===== config.mk =====
export PLATFORM = sky130hd
export DESIGN_NAME = syndrome_loader_ctrl
export DESIGN_NICKNAME = d
export VERILOG_FILES = /design/src/rtl/qec_ctrl_pkg.sv /design/src/rtl/syndrome_loader_ctrl_phase_timer.sv /design/src/rtl/syndrome_loader_ctrl.sv
export SDC_FILE = /design/constraint.sdc
export NUM_CORES = 1
export LEC_CHECK = 0
export BUFFER_PORTS_ARGS = -buffer_cell sky130_fd_sc_hd__buf_2
export CAP_MARGIN = 40
export CORE_MARGIN = 8
export CORE_UTILIZATION = 40
export DETAILED_ROUTE_END_ITERATION = 8
export PLACE_DENSITY_LB_ADDON = 0.12
export SYNTH_ARGS = -nofsm -noshare
export SYNTH_HDL_FRONTEND = slang
export SYNTH_SLANG_ARGS = --single-unit

===== constraint.sdc =====
create_clock -name clk -period 2.8 [get_ports clk]
set_clock_uncertainty 0.15 [all_clocks]
set_input_delay 0 -clock clk [delete_from_list [all_inputs] [get_ports clk]]
set_output_delay 0 -clock clk [all_outputs]
set_load 0.01 [all_outputs]

===== src/rtl/qec_ctrl_pkg.sv =====
// qec_ctrl_pkg: shared loader state encoding, index-width helper and decoder coordinate width.
package qec_ctrl_pkg;
  localparam int CORDINATE_WIDTH = 8;
  typedef enum logic [2:0] {
    S_IDLE,
    S_LOAD,
    S_PUBLISH,
    S_SETTLE,
    S_OFFER,
    S_STOP,
    S_DONE
  } loader_state_e;
  function automatic int idx_width(input int n);
    return n > 1 ? $clog2(n) : 1;
  endfunction
endpackage


===== src/rtl/syndrome_loader_ctrl_phase_timer.sv =====
// phase_timer: loadable down-counter; o_expire pulses once the loaded count has fully elapsed.
module phase_timer #(
  parameter int W = 16
) (
  input  logic         clk,
  input  logic         reset,
  input  logic         i_clear,
  input  logic         i_load,
  input  logic [W-1:0] i_value,
  output logic         o_expire
);
  logic [W-1:0] r_cnt;
  logic         r_run;
  always_ff @(posedge clk) begin
    if (!reset || i_clear) begin
      r_cnt <= '0;
      r_run <= 1'b0;
    end else if (i_load) begin
      r_cnt <= i_value;
      r_run <= 1'b1;
    end else if (r_run) begin
      r_run <= r_cnt != '0;
      r_cnt <= r_cnt == '0 ? r_cnt : r_cnt - 1'b1;
    end
  end
  assign o_expire = r_run && r_cnt == '0;
endmodule


===== src/rtl/syndrome_loader_ctrl.sv =====
// syndrome_loader_ctrl: serial syndrome frame loader and decoder offer sequencer.
// Define LOADER_DEFECT_COUNT_EN to add the defect_count popcount output.
module syndrome_loader_ctrl
  import qec_ctrl_pkg::*;
#(
  parameter int GRID_H        = 2,
  parameter int GRID_W        = 3,
  parameter int SETTLE_CYCLES = 100,
  parameter int OFFER_CYCLES  = 2500,
  parameter int CNT_WIDTH     = 16
) (
  input  logic                     clk,
  input  logic                     reset,
  input  logic                     syn_bit_in,
  input  logic                     syn_valid_in,
  input  logic                     syn_last_in,
  output logic                     syn_ready_out,
  input  logic                     abort_in,
  output logic [GRID_H*GRID_W-1:0] measurement_value_out,
  output logic                     measurement_valid_out,
  output logic                     start_offer,
  output logic                     stop_offer,
  output logic                     busy,
  output logic                     done,
  output logic                     frame_err
`ifdef LOADER_DEFECT_COUNT_EN
  ,
  output logic [$clog2(GRID_H*GRID_W+1)-1:0] defect_count
`endif
);
  localparam int N = GRID_H * GRID_W;
  localparam int IDX_W = idx_width(N);
  localparam logic [IDX_W-1:0] LAST_IDX = IDX_W'(N - 1);

  if (SETTLE_CYCLES >= 2 ** CNT_WIDTH || OFFER_CYCLES >= 2 ** CNT_WIDTH) begin : g_cnt_chk
    $error("CNT_WIDTH cannot hold SETTLE_CYCLES/OFFER_CYCLES");
  end
  if (GRID_H > 2 ** CORDINATE_WIDTH || GRID_W > 2 ** CORDINATE_WIDTH) begin : g_crd_chk
    $error("grid exceeds decoder coordinate range");
  end

  loader_state_e        r_state, w_next;
  logic [IDX_W-1:0]     r_idx;
  logic [N-1:0]         r_shift, r_value;
  logic                 r_valid, r_start, r_aborted, r_frame_err;
  logic                 w_accept, w_last_idx, w_bad, w_good, w_expire, w_fire;
  logic                 w_timer_load, w_timer_clear;
  logic [CNT_WIDTH-1:0] w_timer_val;

  assign syn_ready_out = r_state == S_IDLE || r_state == S_LOAD;
  assign w_accept      = syn_valid_in && syn_ready_out;
  assign w_last_idx    = r_idx == LAST_IDX;
  assign w_bad         = w_accept && (w_last_idx != syn_last_in);
  assign w_good        = w_accept && w_last_idx && syn_last_in;
  // abort beats a coincident expiry, so start_offer is suppressed here
  assign w_fire        = r_state == S_SETTLE && w_expire && !abort_in;
  assign w_timer_load  = r_state == S_PUBLISH || w_fire;
  assign w_timer_clear = abort_in && (r_state == S_SETTLE || r_state == S_OFFER);
  assign w_timer_val   = r_state == S_PUBLISH ? CNT_WIDTH'(SETTLE_CYCLES) : CNT_WIDTH'(OFFER_CYCLES);

  phase_timer #(.W(CNT_WIDTH)) u_timer (
    .clk      (clk),
    .reset    (reset),
    .i_clear  (w_timer_clear),
    .i_load   (w_timer_load),
    .i_value  (w_timer_val),
    .o_expire (w_expire)
  );

  always_ff @(posedge clk) begin
    if (!reset) r_state <= S_IDLE;
    else        r_state <= w_next;
  end

  always_comb begin
    w_next = r_state;
    case (r_state)
      S_IDLE, S_LOAD: w_next = w_bad ? S_IDLE : w_good ? S_PUBLISH : w_accept ? S_LOAD : r_state;
      S_PUBLISH:      w_next = S_SETTLE;
      S_SETTLE:       w_next = abort_in ? S_IDLE : w_expire ? S_OFFER : S_SETTLE;
      S_OFFER:        w_next = (abort_in || w_expire) ? S_STOP : S_OFFER;
      S_STOP:         w_next = r_aborted ? S_IDLE : S_DONE;
      default:        w_next = S_IDLE;
    endcase
  end

  always_ff @(posedge clk) begin
    if (!reset) begin
      r_idx       <= '0;
      r_shift     <= '0;
      r_value     <= '0;
      r_valid     <= 1'b0;
      r_start     <= 1'b0;
      r_aborted   <= 1'b0;
      r_frame_err <= 1'b0;
    end else begin
      r_idx       <= (w_bad || w_good) ? '0 : w_accept ? r_idx + 1'b1 : r_idx;
      r_shift     <= w_accept ? {syn_bit_in, r_shift[N-1:1]} : r_shift;
      r_value     <= r_state == S_PUBLISH ? r_shift : r_value;
      r_valid     <= r_state == S_PUBLISH;
      r_start     <= w_fire;
      r_aborted   <= abort_in && r_state == S_OFFER;
      r_frame_err <= r_frame_err || w_bad;
    end
  end

  assign measurement_value_out = r_value;
  assign measurement_valid_out = r_valid;
  assign start_offer           = r_start;
  assign stop_offer            = r_state == S_STOP;
  assign done                  = r_state == S_DONE;
  assign busy                  = r_state != S_IDLE;
  assign frame_err             = r_frame_err;

`ifdef LOADER_DEFECT_COUNT_EN
  localparam int DC_W = $clog2(N + 1);
  logic [DC_W-1:0] r_defect;
  always_ff @(posedge clk) begin
    if (!reset)                   r_defect <= '0;
    else if (r_state == S_PUBLISH) r_defect <= DC_W'($countones(r_shift));
  end
  assign defect_count = r_defect;
`endif
endmodule


-- Word-level counts from Yosys, hierarchy flattened
Cells that the tools add are included.
- register bits after elaboration: 39
- bits of input ports: 6
- output and inout port bits: 13
- word-level logic and storage cells: 63
- $add $sub $neg: 2
- equality and inequality tests: 10
- mux-type cells: 14
- bitwise operators: 1
- reduce and logical (&&, ||, !) cells: 26
- operators with widths (kind ; count):
    16-bit two-way mux ; 3
    3-bit two-way mux ; 6
    16-bit logical NOT ; 1
    16-bit nonzero test ; 1
    16-bit by 1-bit subtractor with 16-bit output, second input constant ; 1
    3-bit one-hot mux with 5 select lines ; 1
    3-bit == test, second input constant ; 4
    12-bit two-way mux ; 1
    1-bit logical AND ; 9
    1-bit logical OR ; 7
    3-bit by 2-bit == test with 1-bit output, second input constant ; 2
    4-bit inequality test, second input constant ; 1
    2-bit OR reduction ; 2
    3-bit by 1-bit adder with 3-bit output, second input constant ; 1
    3-bit by 1-bit == test with 1-bit output, second input constant ; 1
    3-bit logical NOT ; 1
    1-bit two-way mux ; 3
    3-bit nonzero test ; 1
    1-bit logical NOT ; 2
    2-bit by 1-bit inequality test with 1-bit output, second input constant ; 1
    2-bit AND reduction ; 1
    2-bit nonzero test ; 1
    1-bit inequality test ; 1
    1-bit inverter ; 1

-- Longest topological paths before layout
Gate-level depths: netlist of run 1.
- depth after elaboration: 8
- depth in mapped cells: 6

-- By module
A second synthesis of run 1 with hierarchy kept.
- cell total of the unflattened synthesis: 233
- area total of the unflattened synthesis: 2068.2 um^2
- modules (own cells, without submodules) (module ; times used ; cells each ; area an instance (um^2) ; sequential area each (um^2)):
    syndrome_loader_ctrl ; 1 ; 115 ; 1067.3 ; 440.4
    phase_timer ; 1 ; 118 ; 1001.0 ; 340.3

-- Least setup slack after synthesis of run 1
OpenSTA, ideal clock, no wires.
- kind: register to register
- start: register u_timer.r_cnt[6]
- end: register u_timer.r_cnt[11]
- library setup time: 0.063 ns
- arrival: 1.947 ns
- data required time: 2.587 ns
- setup slack: 0.641 ns
- stages on the path, launching flop included: 6
- buffers on the path: 1
- cell sequence: dfxtp_1 > or4_1 > buf_2 > or3_4 > or4b_1 > nand3_1
- word-level cells in the longest chain between the ends: 7
- elaborated cells on any way between the ends: 12
- classes of those cells: add/sub: 1; eq/ne: 1; mux: 3; reduce/logical: 7
- ends and longest elaborated chain (what ; RTL line ; RTL):
    from (decl) ; syndrome_loader_ctrl_phase_timer.sv:12 ; logic [W-1:0] r_cnt;
    from (signal assigned) ; syndrome_loader_ctrl_phase_timer.sv:19 ; r_cnt <= i_value;
    from (signal assigned) ; syndrome_loader_ctrl_phase_timer.sv:23 ; r_cnt <= r_cnt == '0 ? r_cnt : r_cnt - 1'b1;
    branches (longest 7 deep; another with 16-bit by 1-bit subtractor with 16-bit output) ; - ;
Several ways; the timed one is not identified. The select of a mux whose other input is x is not followed.
A chain may end at the register's enable or synchronous reset.

-- Worst setup path after layout of run 1
- start: register u_timer.r_cnt[4]
- end: register u_timer.r_cnt[9]
Same word-level chain as after synthesis.

==> results of run 1 <==
## registers in the layout, summed over array words and instances, names as in the netlist
name	cells
frame_err	1
measurement_valid_out	1
measurement_value_out	6
r_aborted	1
r_idx	3
r_shift	6
r_state	3
start_offer	1
u_timer.r_cnt	16
u_timer.r_run	1
## power groups by stage
stage	sequential [mW]	combinational, mW	clock (mW)
after detailed placement	0.578	0.0441	0
after global routing	0.566	0.0534	0.526
after CTS	0.565	0.0485	0.502
after floorplan	0.576	0.0302	0
final	0.565	0.0485	0.481
after global placement	0.578	0.0445	0
## critical path, stage by stage (launching register included)
cell and delay, ps:
dfxtp_1 340, or4_1 690, nor4_1 710, a21oi_1 190, mux2i_1 160
## kinds of logic after synthesis
logic type	after synthesis
AO/OA/AOI/OAI	61
XOR/XNOR	2
adder cells (fa/ha/maj)	4
buffers and inverters	21
flip-flops	39
multiplexers	2
AND/OR/NAND/NOR	117
## routing by layer
layer,global-route usage,routed length (um),vias up
met5,0,0,-
met3,0.0330,194,2
li1,-,-,965
met1,0.168,2400,876
met2,0.217,2320,36
met4,0.0469,34,0
## area by class of cell
| class | count | area [sq um] | area share |
|---|---|---|---|
| inverters | 8 | 30.0 | 0.0128 |
| multi-input cells | 186 | 1150 | 0.487 |
| clock inverters | 2 | 35.0 | 0.0149 |
| flip-flops and latches | 39 | 781 | 0.332 |
| repair buffers | 30 | 190 | 0.0809 |
| well taps | 70 | 87.6 | 0.0372 |
| clock buffers | 6 | 82.6 | 0.0351 |
## layout by cell type, fill, tap and decap left out, types with 3 or more instances in the layout
| master | count |
|---|---|
| o21ai_0 | 5 |
| buf_2 | 18 |
| dlygate4sd3_1 | 4 |
| nand3_1 | 8 |
| or4_1 | 10 |
| buf_4 | 8 |
| nor2_1 | 14 |
| nor4_1 | 6 |
| o31ai_1 | 4 |
| a21oi_1 | 28 |
| dfxtp_1 | 39 |
| a31oi_1 | 3 |
| or3_1 | 4 |
| ha_1 | 4 |
| nand3b_1 | 3 |
| nand2_1 | 33 |
| clkbuf_8 | 6 |
| nand4_1 | 7 |
| inv_1 | 8 |
| nor3_1 | 8 |
## what timing repair did
item	4_1_cts	5_1_grt
hold buffers	4	0
hold endpoints to repair	6	0
setup endpoints to repair	0	1
gates resized for setup	0	1
## worst max-delay path by stage
| stage | end | slack, ps |
|---|---|---|
| 3_3_place_gp | u_timer.r_cnt[1]$_SDFFE_PP0P_ | 340 |
| 6_report | u_timer.r_cnt[9]$_SDFFE_PP0P_ | 450 |
| 4_1_cts | u_timer.r_cnt[1]$_SDFFE_PP0P_ | 260 |
| 2_1_floorplan | u_timer.r_cnt[11]$_SDFFE_PP0P_ | 640 |
| 5_1_grt | u_timer.r_cnt[1]$_SDFFE_PP0P_ | 250 |
| 3_5_place_dp | u_timer.r_cnt[1]$_SDFFE_PP0P_ | 310 |
==> reports/metrics.yaml, run 1 <==
outcome: "finished clean"
period_needed_ps: 2350
whs_path_depth: 5
io_buffers: 18
synth-edff-count: 0
maxCapViolations: 0
ys_types: 56
die_h_um: 87.2
gp_congestion: 0.867
rsz0062_at_grt: "false"
ys_top_cells_by_area: "dfxtp_1 (38%), a21oi_1 (6.9%), nand2_1 (6.1%)"
ys.flop_type: "dfxtp_1"
clock-root-buffer: "clkbuf_8"
comb_power_share: 0.044
vias: 1879
placementRows: 26
holdCritPathClass: "primary input to flip-flop"
synth_area_sq_mm: 0.00203
drcViolationCount: 0
grt_antenna_before_repair: 0
p_int_mw: 0.868
final_nets: 280
layout_setup_ws_ps: 446
end_kind: "flip-flop"
clockPowerShare: 0.439
r2r_end: "u_timer.r_cnt[9]$_SDFFE_PP0P_"
wl_per_cell_um: 14.5
fmaxAchievable_mhz: 425
final-hold-violation-count: 0
synth.top_cell.area_share: 0.385
switching_share: 0.207
placed_area_sq_mm: 0.00219
grt_max_degree: 22
io_pins: 19
grtUsageTotal: 0.134
vias_per_cell: 5.51
die-area_sq_mm: 0.00760
worstHoldEndpoint: "r_state[0]$_SDFFE_PN0P_"
tritoncts: "yes"
clock-sinks: 39
yosysTopAreaCell: "dfxtp_1"
power_switching_mw: 0.226
syn_inst: 246
peakVddDrop_mv: 0.242
critPathLaunch: "u_timer.r_cnt[4]$_SDFFE_PP0P_"
cts_setup_buffers: 0
drtPass1Iterations: 5
grt_pass1_vias: 1713
r2r_slack_ps: 450
path_class: "flip-flop to flip-flop"
cts_buffer_depth: 2
final_antenna_net_count: 0
ys_seq_area_frac: 0.385
cts_inserted_buffers: 5
drt-total-wl_um: 4950
power_mw: 1.09
syn_to_final_growth_pct: 16.0
finalMaxSlewViolations: 0
synth_compound_area_frac: 0.190
timing.hold.ws_ps: 34.8
ys_top_cells_by_count: "dfxtp_1 (39), nand2_1 (33), a21oi_1 (28), nor2_1 (14), or4_1 (10)"
fp.coreArea_sq_mm: 0.00501
final_util: 0.470
synth_xor_area_frac: 0.00864
dp_hpwl_um: 3510
tightest_slew_ps: 767
fillCellCount: 532
critical_path.max_fanout: 9
min_period_over_period: 0.841
max-slew-margin-rel: 0.485
r2r_cells: 4
start_util: 0.405
setup_viol: 0
yosysMostFrequentCell: "dfxtp_1"
synth_warnings: 0
grt-ovfl-total: 0
muxShareOfSynthArea: 0.00987
clk_pin_slew_ps: 80
post-place-ws_ps: 305
rr_startpoint: "u_timer.r_cnt[4]$_SDFFE_PP0P_"
critPathRequiredTime_ps: 2820
drive_gt1_frac: 0.162
grt_pass1_wl_um: 8120
synth.avg_cell_area_sq_um: 8.24
synth_top_family_by_area: "simple AND/OR/NAND/NOR gates"
die_x_um: 87.2
synthAdderAreaFrac: 0.0247
leakage_nw: 0.866
start_kind: "flip-flop"
min_from: "syn_valid_in"
async_flop_share: 0
dpl.cell_count: 329
critPathArrivalTime_ps: 2380
diodes: 0
setup_tns_ps: 0
powerDensity_mw_per_mm2: 465
clk_latency_ps: 280
final_cells: 341
synth-simple-area-share: 0.331
drt_iter0_markers: 147
pwr-share-seq: 0.516
htreeDepth: 2
syn_nets: 256
ys_ff_latch: 39
final_area_sq_mm: 0.00235
No activity file was read; power rests on OpenSTA's default activity.
==> inputs of run 2 (changes only) <==
--- a/config.mk
+++ b/config.mk
@@ -5,6 +5,7 @@
 export SDC_FILE = /design/constraint.sdc
 export NUM_CORES = 1
 export LEC_CHECK = 0
+export ABC_AREA = 1
 export BUFFER_PORTS_ARGS = -buffer_cell sky130_fd_sc_hd__buf_2
 export CAP_MARGIN = 40
 export CORE_MARGIN = 8
==> constraint.sdc (replaced) <==
create_clock -name clk -period 2.3 [get_ports clk]
set_clock_uncertainty 0.15 [all_clocks]
set_input_delay 0 -clock clk [delete_from_list [all_inputs] [get_ports clk]]
set_output_delay 0 -clock clk [all_outputs]
set_load 0.01 [all_outputs]
==> reports/metrics.yaml, run 2 <==
clk_pin_slew_ps: 90  # was 80 ps
tightest_slew_ps: 501  # was 767 ps
gp_congestion: 0.835  # was 0.867
die-area_sq_mm: 0.00749  # was 0.00760 sq mm
drive_gt1_frac: 0.147  # was 0.162
critical_path.max_fanout: 11  # was 9
critPathCapture: "r_shift[5]$_SDFFE_PN0P_"  # was u_timer.r_cnt[9]$_SDFFE_PP0P_
holdCritPathClass: "flip-flop to flip-flop"  # was primary input to flip-flop
ff_latch_area_sq_um: 781  # unchanged
powerDensity_mw_per_mm2: 542  # was 465 mW/mm^2
setup_viol: 0  # unchanged
path_class: "flip-flop to flip-flop"  # unchanged
clock-root-buffer: "clkbuf_8"  # unchanged
maxCapViolations: 0  # unchanged
vias: 1810  # was 1879
grt_antenna_before_repair: 0  # unchanged
final_cell_mix: "nand2_1 (61), nor2_1 (53), dfxtp_1 (39)"  # was dfxtp_1 (39), nand2_1 (33), a21oi_1 (28)
cts_buffer_depth: 2  # unchanged
grt_pass1_vias: 1770  # was 1713
synth.avg_cell_area_sq_um: 6.85  # was 8.24 sq um
ys_seq_area_frac: 0.392  # was 0.385
power_switching_mw: 0.317  # was 0.226 mW
start_kind: "flip-flop"  # unchanged
ys_types: 30  # was 56
clock-sinks: 39  # unchanged
comb_power_share: 0.053  # was 0.044
diodes: 0  # unchanged
wl_per_cell_um: 11.6  # was 14.5 um
yosysMostFrequentCell: "nand2_1"  # was dfxtp_1
largest_reg_flops: 16  # unchanged
period_needed_ps: 1950  # was 2350 ps
ys.flop_type: "dfxtp_1"  # unchanged
vias_per_cell: 4.69  # was 5.51
rsz0062_at_grt: "false"  # unchanged
grt_max_degree: 17  # was 22
postCtsHoldBufs: 6  # was 4
fillCellCount: 513  # was 532
finalMaxSlewViolations: 0  # unchanged
fmaxAchievable_mhz: 514  # was 425 MHz
grt-ovfl-total: 0  # unchanged
cts_inserted_buffers: 5  # unchanged
cts_setup_buffers: 0  # unchanged
leakage_nw: 1.16  # was 0.866 nW
drt-total-wl_um: 4500  # was 4950 um
layout_commonest_cell: "nand2_1"  # was dfxtp_1
ctsResizeCount: 0  # unchanged
outcome: "finished clean"  # unchanged
clk_latency_ps: 300  # was 280 ps
drt_iter0_markers: 144  # was 147
pwr-share-seq: 0.557  # was 0.516
r2r_slack_ps: 350  # was 450 ps
peakVddDrop_mv: 0.289  # was 0.242 mV
async_flop_share: 0  # unchanged
ys_top_cells_by_count: "nand2_1 (61), nor2_1 (53), dfxtp_1 (39), inv_1 (29), a21oi_1 (24)"  # was dfxtp_1 (39), nand2_1 (33), a21oi_1 (28), nor2_1 (14), or4_1 (10)
synth-edff-count: 0  # unchanged
syn_inst: 291  # was 246
regMostFlops: "u_timer.r_cnt"  # unchanged
critPathArrivalTime_ps: 2000  # was 2380 ps
clockPowerShare: 0.390  # was 0.439
die_h_um: 86.6  # was 87.2 um
ys_top_cells_by_area: "dfxtp_1 (39%), nand2_1 (11%), nor2_1 (10%)"  # was dfxtp_1 (38%), a21oi_1 (6.9%), nand2_1 (6.1%)
end_kind: "flip-flop"  # unchanged
setup_tns_ps: 0  # unchanged
dp_hpwl_um: 3360  # was 3510 um
io_buffers: 18  # unchanged
switching_share: 0.254  # was 0.207
multi_input_area_sq_mm: 0.00105  # was 0.00115 sq mm
final_nets: 328  # was 280
syn_nets: 301  # was 256
synth_area_sq_mm: 0.00199  # was 0.00203 sq mm
htreeDepth: 2  # unchanged
max-slew-margin-rel: 0.665  # was 0.485
placementRows: 25  # was 26
r2r_end: "r_shift[5]$_SDFFE_PN0P_"  # was u_timer.r_cnt[9]$_SDFFE_PP0P_
drtPass1Iterations: 4  # was 5
fp.coreArea_sq_mm: 0.00475  # was 0.00501 sq mm
grt_pass1_wl_um: 7910  # was 8120 um
drcViolationCount: 0  # unchanged
io_pins: 19  # unchanged
final_antenna_net_count: 0  # unchanged
post-place-ws_ps: 485  # was 305 ps
yosysTopAreaCell: "dfxtp_1"  # unchanged
critPathRequiredTime_ps: 2350  # was 2820 ps
rr_startpoint: "r_state[1]$_SDFFE_PN0P_"  # was u_timer.r_cnt[4]$_SDFFE_PP0P_
min_period_over_period: 0.847  # was 0.841
ys_ff_latch: 39  # unchanged
final-hold-violation-count: 0  # unchanged
tritoncts: "yes"  # unchanged
layout_setup_ws_ps: 353  # was 446 ps
p_int_mw: 0.931  # was 0.868 mW
die_x_um: 86.6  # was 87.2 um
r2r_cells: 5  # was 4
grtUsageTotal: 0.132  # was 0.134
synth.top_cell.area_share: 0.392  # was 0.385
synth_warnings: 0  # unchanged
syn_to_final_growth_pct: 15.6  # was 16.0%
start_util: 0.419  # was 0.405
critPathLaunch: "r_state[1]$_SDFFE_PN0P_"  # was u_timer.r_cnt[4]$_SDFFE_PP0P_
-- run 2: cell types whose count changed after synthesis, moves of 6 or more --
cell | before | now
or4_1 | 10 | 0
nor2_1 | 14 | 53
nand3_1 | 8 | 23
xor2_1 | 0 | 7
nand2_1 | 33 | 61
inv_1 | 8 | 29
nor4_1 | 6 | 0
-- run 2: power by group through the flow --
stage	combinational [mW]	sequential, mW	clock, mW
after floorplan	0.0413	0.710	0
after global placement	0.0588	0.711	0
after detailed placement	0.0589	0.711	0
after CTS	0.0670	0.695	0.507
after global routing	0.0772	0.697	0.528
final	0.0663	0.695	0.487
-- run 2: layout make-up --
type                    instances  share of cell area
clock buffers                   5              0.0299
multi-input cells             212               0.457
inverters                      34              0.0554
flip-flops and latches         39               0.339
clock inverters                 3              0.0109
well taps                      67              0.0364
repair buffers                 26              0.0717
-- run 2: worst min path at each step --
stage | startpoint | to | cells past startpoint
floorplan | abort_in | r_aborted$_SDFF_PN0_ | 2
global placement | syn_bit_in | r_shift[5]$_SDFFE_PN0P_ | 3
detailed placement | syn_bit_in | r_shift[5]$_SDFFE_PN0P_ | 3
CTS | measurement_value_out[1]$_SDFFE_PN0P_ | measurement_value_out[1]$_SDFFE_PN0P_ | 2
global route | measurement_value_out[4]$_SDFFE_PN0P_ | measurement_value_out[4]$_SDFFE_PN0P_ | 2
finish | measurement_value_out[4]$_SDFFE_PN0P_ | measurement_value_out[4]$_SDFFE_PN0P_ | 2
-- run 2: cells by family (layout without fill, tap and decap cells) --
kind of cell | count (synthesis) | after routing | synth area share
AO/OA/AOI/OAI | 36 | 36 | 0.0949
buffers and inverters | 40 | 68 | 0.0804
adder cells (fa/ha/maj) | 4 | 4 | 0.0251
XOR/XNOR | 9 | 9 | 0.0396
AND/OR/NAND/NOR | 163 | 163 | 0.368
flip-flops | 39 | 39 | 0.392
-- run 2: layer usage --
layer,global-route usage,vias to the layer above,routed length [um]
met5,0,-,0
met4,0.0563,0,65
met3,0.0331,5,113
met2,0.226,15,2170
met1,0.152,812,2150
li1,-,978,-
-- run 2: worst max-delay path, cell delays in order, from the launching register on --
cell and delay (ps):
dfxtp_1 380, nor2_2 210, nand2_1 260, o21ai_0 240, dlygate4sd3_1 580, nor2_1 40
-- run 2: stage by stage --
stage                     std cells  utilization  instance area [sq um]  hold WS [ps]  total power [mW]
after floorplan                 291            -                   1990         -6.70             0.751
after global placement          372        0.452                   2150           108             0.770
after detailed placement        372        0.452                   2150           112             0.770
after CTS                       386        0.484                   2300           321              1.27
after global routing            386        0.484                   2300           343              1.30
final                           386        0.484                   2300           316              1.25
==> inputs of run 3 (changes only) <==
==> constraint.sdc (replaced) <==
create_clock -name clk -period 1.72 [get_ports clk]
set_clock_uncertainty 0.15 [all_clocks]
set_input_delay 0 -clock clk [delete_from_list [all_inputs] [get_ports clk]]
set_output_delay 0 -clock clk [all_outputs]
set_load 0.01 [all_outputs]
==> reports/metrics.yaml, run 3 (same netlist as run 2, synthesis figures left out) <==
powerDensity_mw_per_mm2: 701  # was 542 mW/mm^2
clk_latency_ps: 300  # about the same
peakVddDrop_mv: 0.462  # was 0.289 mV
fp.coreArea_sq_mm: 0.00475  # unchanged
placementRows: 25  # unchanged
drt_iter0_markers: 102  # was 144
fmaxAchievable_mhz: 598  # was 514 MHz
dpl.cell_count: 391  # was 372
critPathMaxStageDelay_ps: 380  # was 580 ps
layout_commonest_cell: "nand2_1"  # unchanged
min_period_over_period: 0.973  # was 0.847
vias_per_cell: 4.80  # was 4.69
comb_power_share: 0.052  # was 0.053
grt-ovfl-total: 0  # unchanged
critPathRequiredTime_ps: 1760  # was 2350 ps
final_antenna_net_count: 0  # unchanged
setup_viol: 0  # unchanged
grt_pass1_vias: 1823  # was 1770
gp_congestion: 0.819  # was 0.835
tritoncts: "yes"  # unchanged
period_needed_ps: 1670  # was 1950 ps
die_x_um: 86.6  # unchanged
finalMaxSlewViolations: 0  # unchanged
grt_max_degree: 15  # was 17
path_class: "flip-flop to flip-flop"  # unchanged
start_kind: "flip-flop"  # unchanged
start_util: 0.419  # unchanged
die-area_sq_mm: 0.00749  # unchanged
dp_hpwl_um: 3720  # was 3360 um
clock-sinks: 39  # unchanged
outcome: "finished clean"  # unchanged
max-slew-margin-rel: 0.757  # was 0.665
post-place-ws_ps: -62.5  # was 485 ps
vias: 1943  # was 1810
min_from: "syn_last_in"  # was measurement_value_out[4]$_SDFFE_PN0P_
wl_per_cell_um: 12.3  # was 11.6 um
die_h_um: 86.6  # unchanged
io_pins: 19  # unchanged
tightest_slew_ps: 364  # was 501 ps
drt-total-wl_um: 5000  # was 4500 um
pwr-share-seq: 0.512  # was 0.557
maxCapViolations: 0  # unchanged
io_buffers: 18  # unchanged
crit_top_cell: "buf_4"
final_cells: 405  # was 386
diodes: 0  # unchanged
regMostFlops: "u_timer.r_cnt"  # unchanged
critPathArrivalTime_ps: 1710  # was 2000 ps
final_area_sq_mm: 0.00259  # was 0.00230 sq mm
worstPathCellList: "inv_2 -> buf_4 -> ha_4 -> inv_1 -> nor2_2 -> buf_4 -> xor2_2 -> a21oi_2 -> a21oi_1"  # was nor2_2 -> nand2_1 -> o21ai_0 -> dlygate4sd3_1 -> nor2_1
cts_buffer_depth: 2  # unchanged
syn_to_final_growth_pct: 30.2  # was 15.6%
power_mw: 1.82  # was 1.25 mW
switching_share: 0.231  # was 0.254
crit_path_top_delay_cell: "dfxtp_1"  # was dlygate4sd3_1
drtPass1Iterations: 4  # unchanged
drive_gt1_frac: 0.257  # was 0.147
clk_pin_slew_ps: 80  # was 90 ps
placed_area_sq_mm: 0.00230  # was 0.00215 sq mm
largest_reg_flops: 16  # unchanged
final_nets: 347  # was 328
power_switching_mw: 0.419  # was 0.317 mW
critPathLaunch: "u_timer.r_cnt[0]$_SDFFE_PP0P_"  # was r_state[1]$_SDFFE_PN0P_
setup_tns_ps: 0  # unchanged
drcViolationCount: 0  # unchanged
grtUsageTotal: 0.142  # was 0.132
layout_setup_ws_ps: 47.3  # was 353 ps
clock-root-buffer: "clkbuf_8"  # unchanged
leakage_nw: 1.28  # was 1.16 nW
final-hold-violation-count: 0  # unchanged
rr_startpoint: "u_timer.r_cnt[0]$_SDFFE_PP0P_"  # was r_state[1]$_SDFFE_PN0P_
clockPowerShare: 0.436  # was 0.390
cts_inserted_buffers: 5  # unchanged
grt_pass1_wl_um: 8400  # was 7910 um
end_kind: "flip-flop"  # unchanged
grt_antenna_before_repair: 0  # unchanged
path_buf_inv: 4  # was 1
htreeDepth: 2  # unchanged
fillCellCount: 487  # was 513
final_cell_mix: "nand2_1 (60), nor2_1 (43), dfxtp_1 (38)"  # was nand2_1 (61), nor2_1 (53), dfxtp_1 (39)
p_int_mw: 1.40  # was 0.931 mW
critical_path.max_fanout: 4  # was 11
cpLargestDelayFamily: "buffers and inverters"  # unchanged
holdCritPathClass: "primary input to flip-flop"  # was flip-flop to flip-flop
-- run 3: cell types whose count changed in the layout (fill, tap and decap cells not counted), moves of 2 or more --
cell,previous run,this run
nor2_1,53,43
nor2_2,5,11
nor2_4,2,6
inv_1,29,27
clkinv_4,2,0
buf_4,2,21
dlygate4sd3_1,6,4
buf_12,0,2
ha_1,4,2
ha_4,0,2
-- run 3: worst reg2reg max path, cell delays in order (launching register included) --
cell	delay [ps]
dfxtp_1	380
inv_2	70
buf_4	150
ha_4	170
inv_1	80
nor2_2	50
buf_4	130
xor2_2	140
a21oi_2	160
a21oi_1	80
-- run 3: stage by stage --
stage               utilization  hold slack [ps]
floorplan                     -            -6.70
global placement          0.484              102
detailed placement        0.484              108
CTS                       0.521             14.6
global route              0.545             40.2
finish                    0.545             12.6
-- run 3: layer usage --
layer / GRT usage / share of wire / up-vias
met3: 0.0369 / 0.024 / 7
li1: - / - / 1017
met5: 0 / 0 / -
met1: 0.168 / 0.47 / 901
met2: 0.236 / 0.49 / 18
met4: 0.0579 / 0.017 / 0
-- run 3: layout make-up --
type / instances / area (sq um) / area share
inverter: 34 / 130 / 0.0502
multi-input combinational: 212 / 1150 / 0.445
sequential: 39 / 782 / 0.302
clock buffer: 5 / 68.8 / 0.0265
clock inverter: 3 / 46.3 / 0.0179
timing repair buffer: 45 / 328 / 0.126
tap: 67 / 83.8 / 0.0323
-- run 3: power by group through the flow --
stage | Combinational, mW | Clock (mW) | Sequential [mW]
detailed placement | 0.0814 | 0 | 0.951
global route | 0.107 | 0.866 | 0.932
CTS | 0.0889 | 0.811 | 0.930
floorplan | 0.0552 | 0 | 0.949
global placement | 0.0810 | 0 | 0.951
finish | 0.0947 | 0.792 | 0.930
-- run 3: what timing repair did --
action,4_1_cts,5_1_grt
endpoints found under the hold margin,13,0
hold buffers,4,0
pin swaps,1,5
resized for setup,5,23
setup buffers,0,2
endpoints found under the setup margin,10,17
-- run 3: final timing paths --
| check | endpoint | slack (ps) | depth (start not counted) |
|---|---|---|---|
| worst max-delay path | u_timer.r_cnt[6]$_SDFFE_PP0P_ | 50 | 9 |
| worst min-delay path | r_idx[1]$_SDFFE_PP0P_ | 10 | 6 |
| worst max register to register | u_timer.r_cnt[6]$_SDFFE_PP0P_ | 50 | 9 |
| worst min register to register | measurement_value_out[2]$_SDFFE_PN0P_ | 310 | 2 |
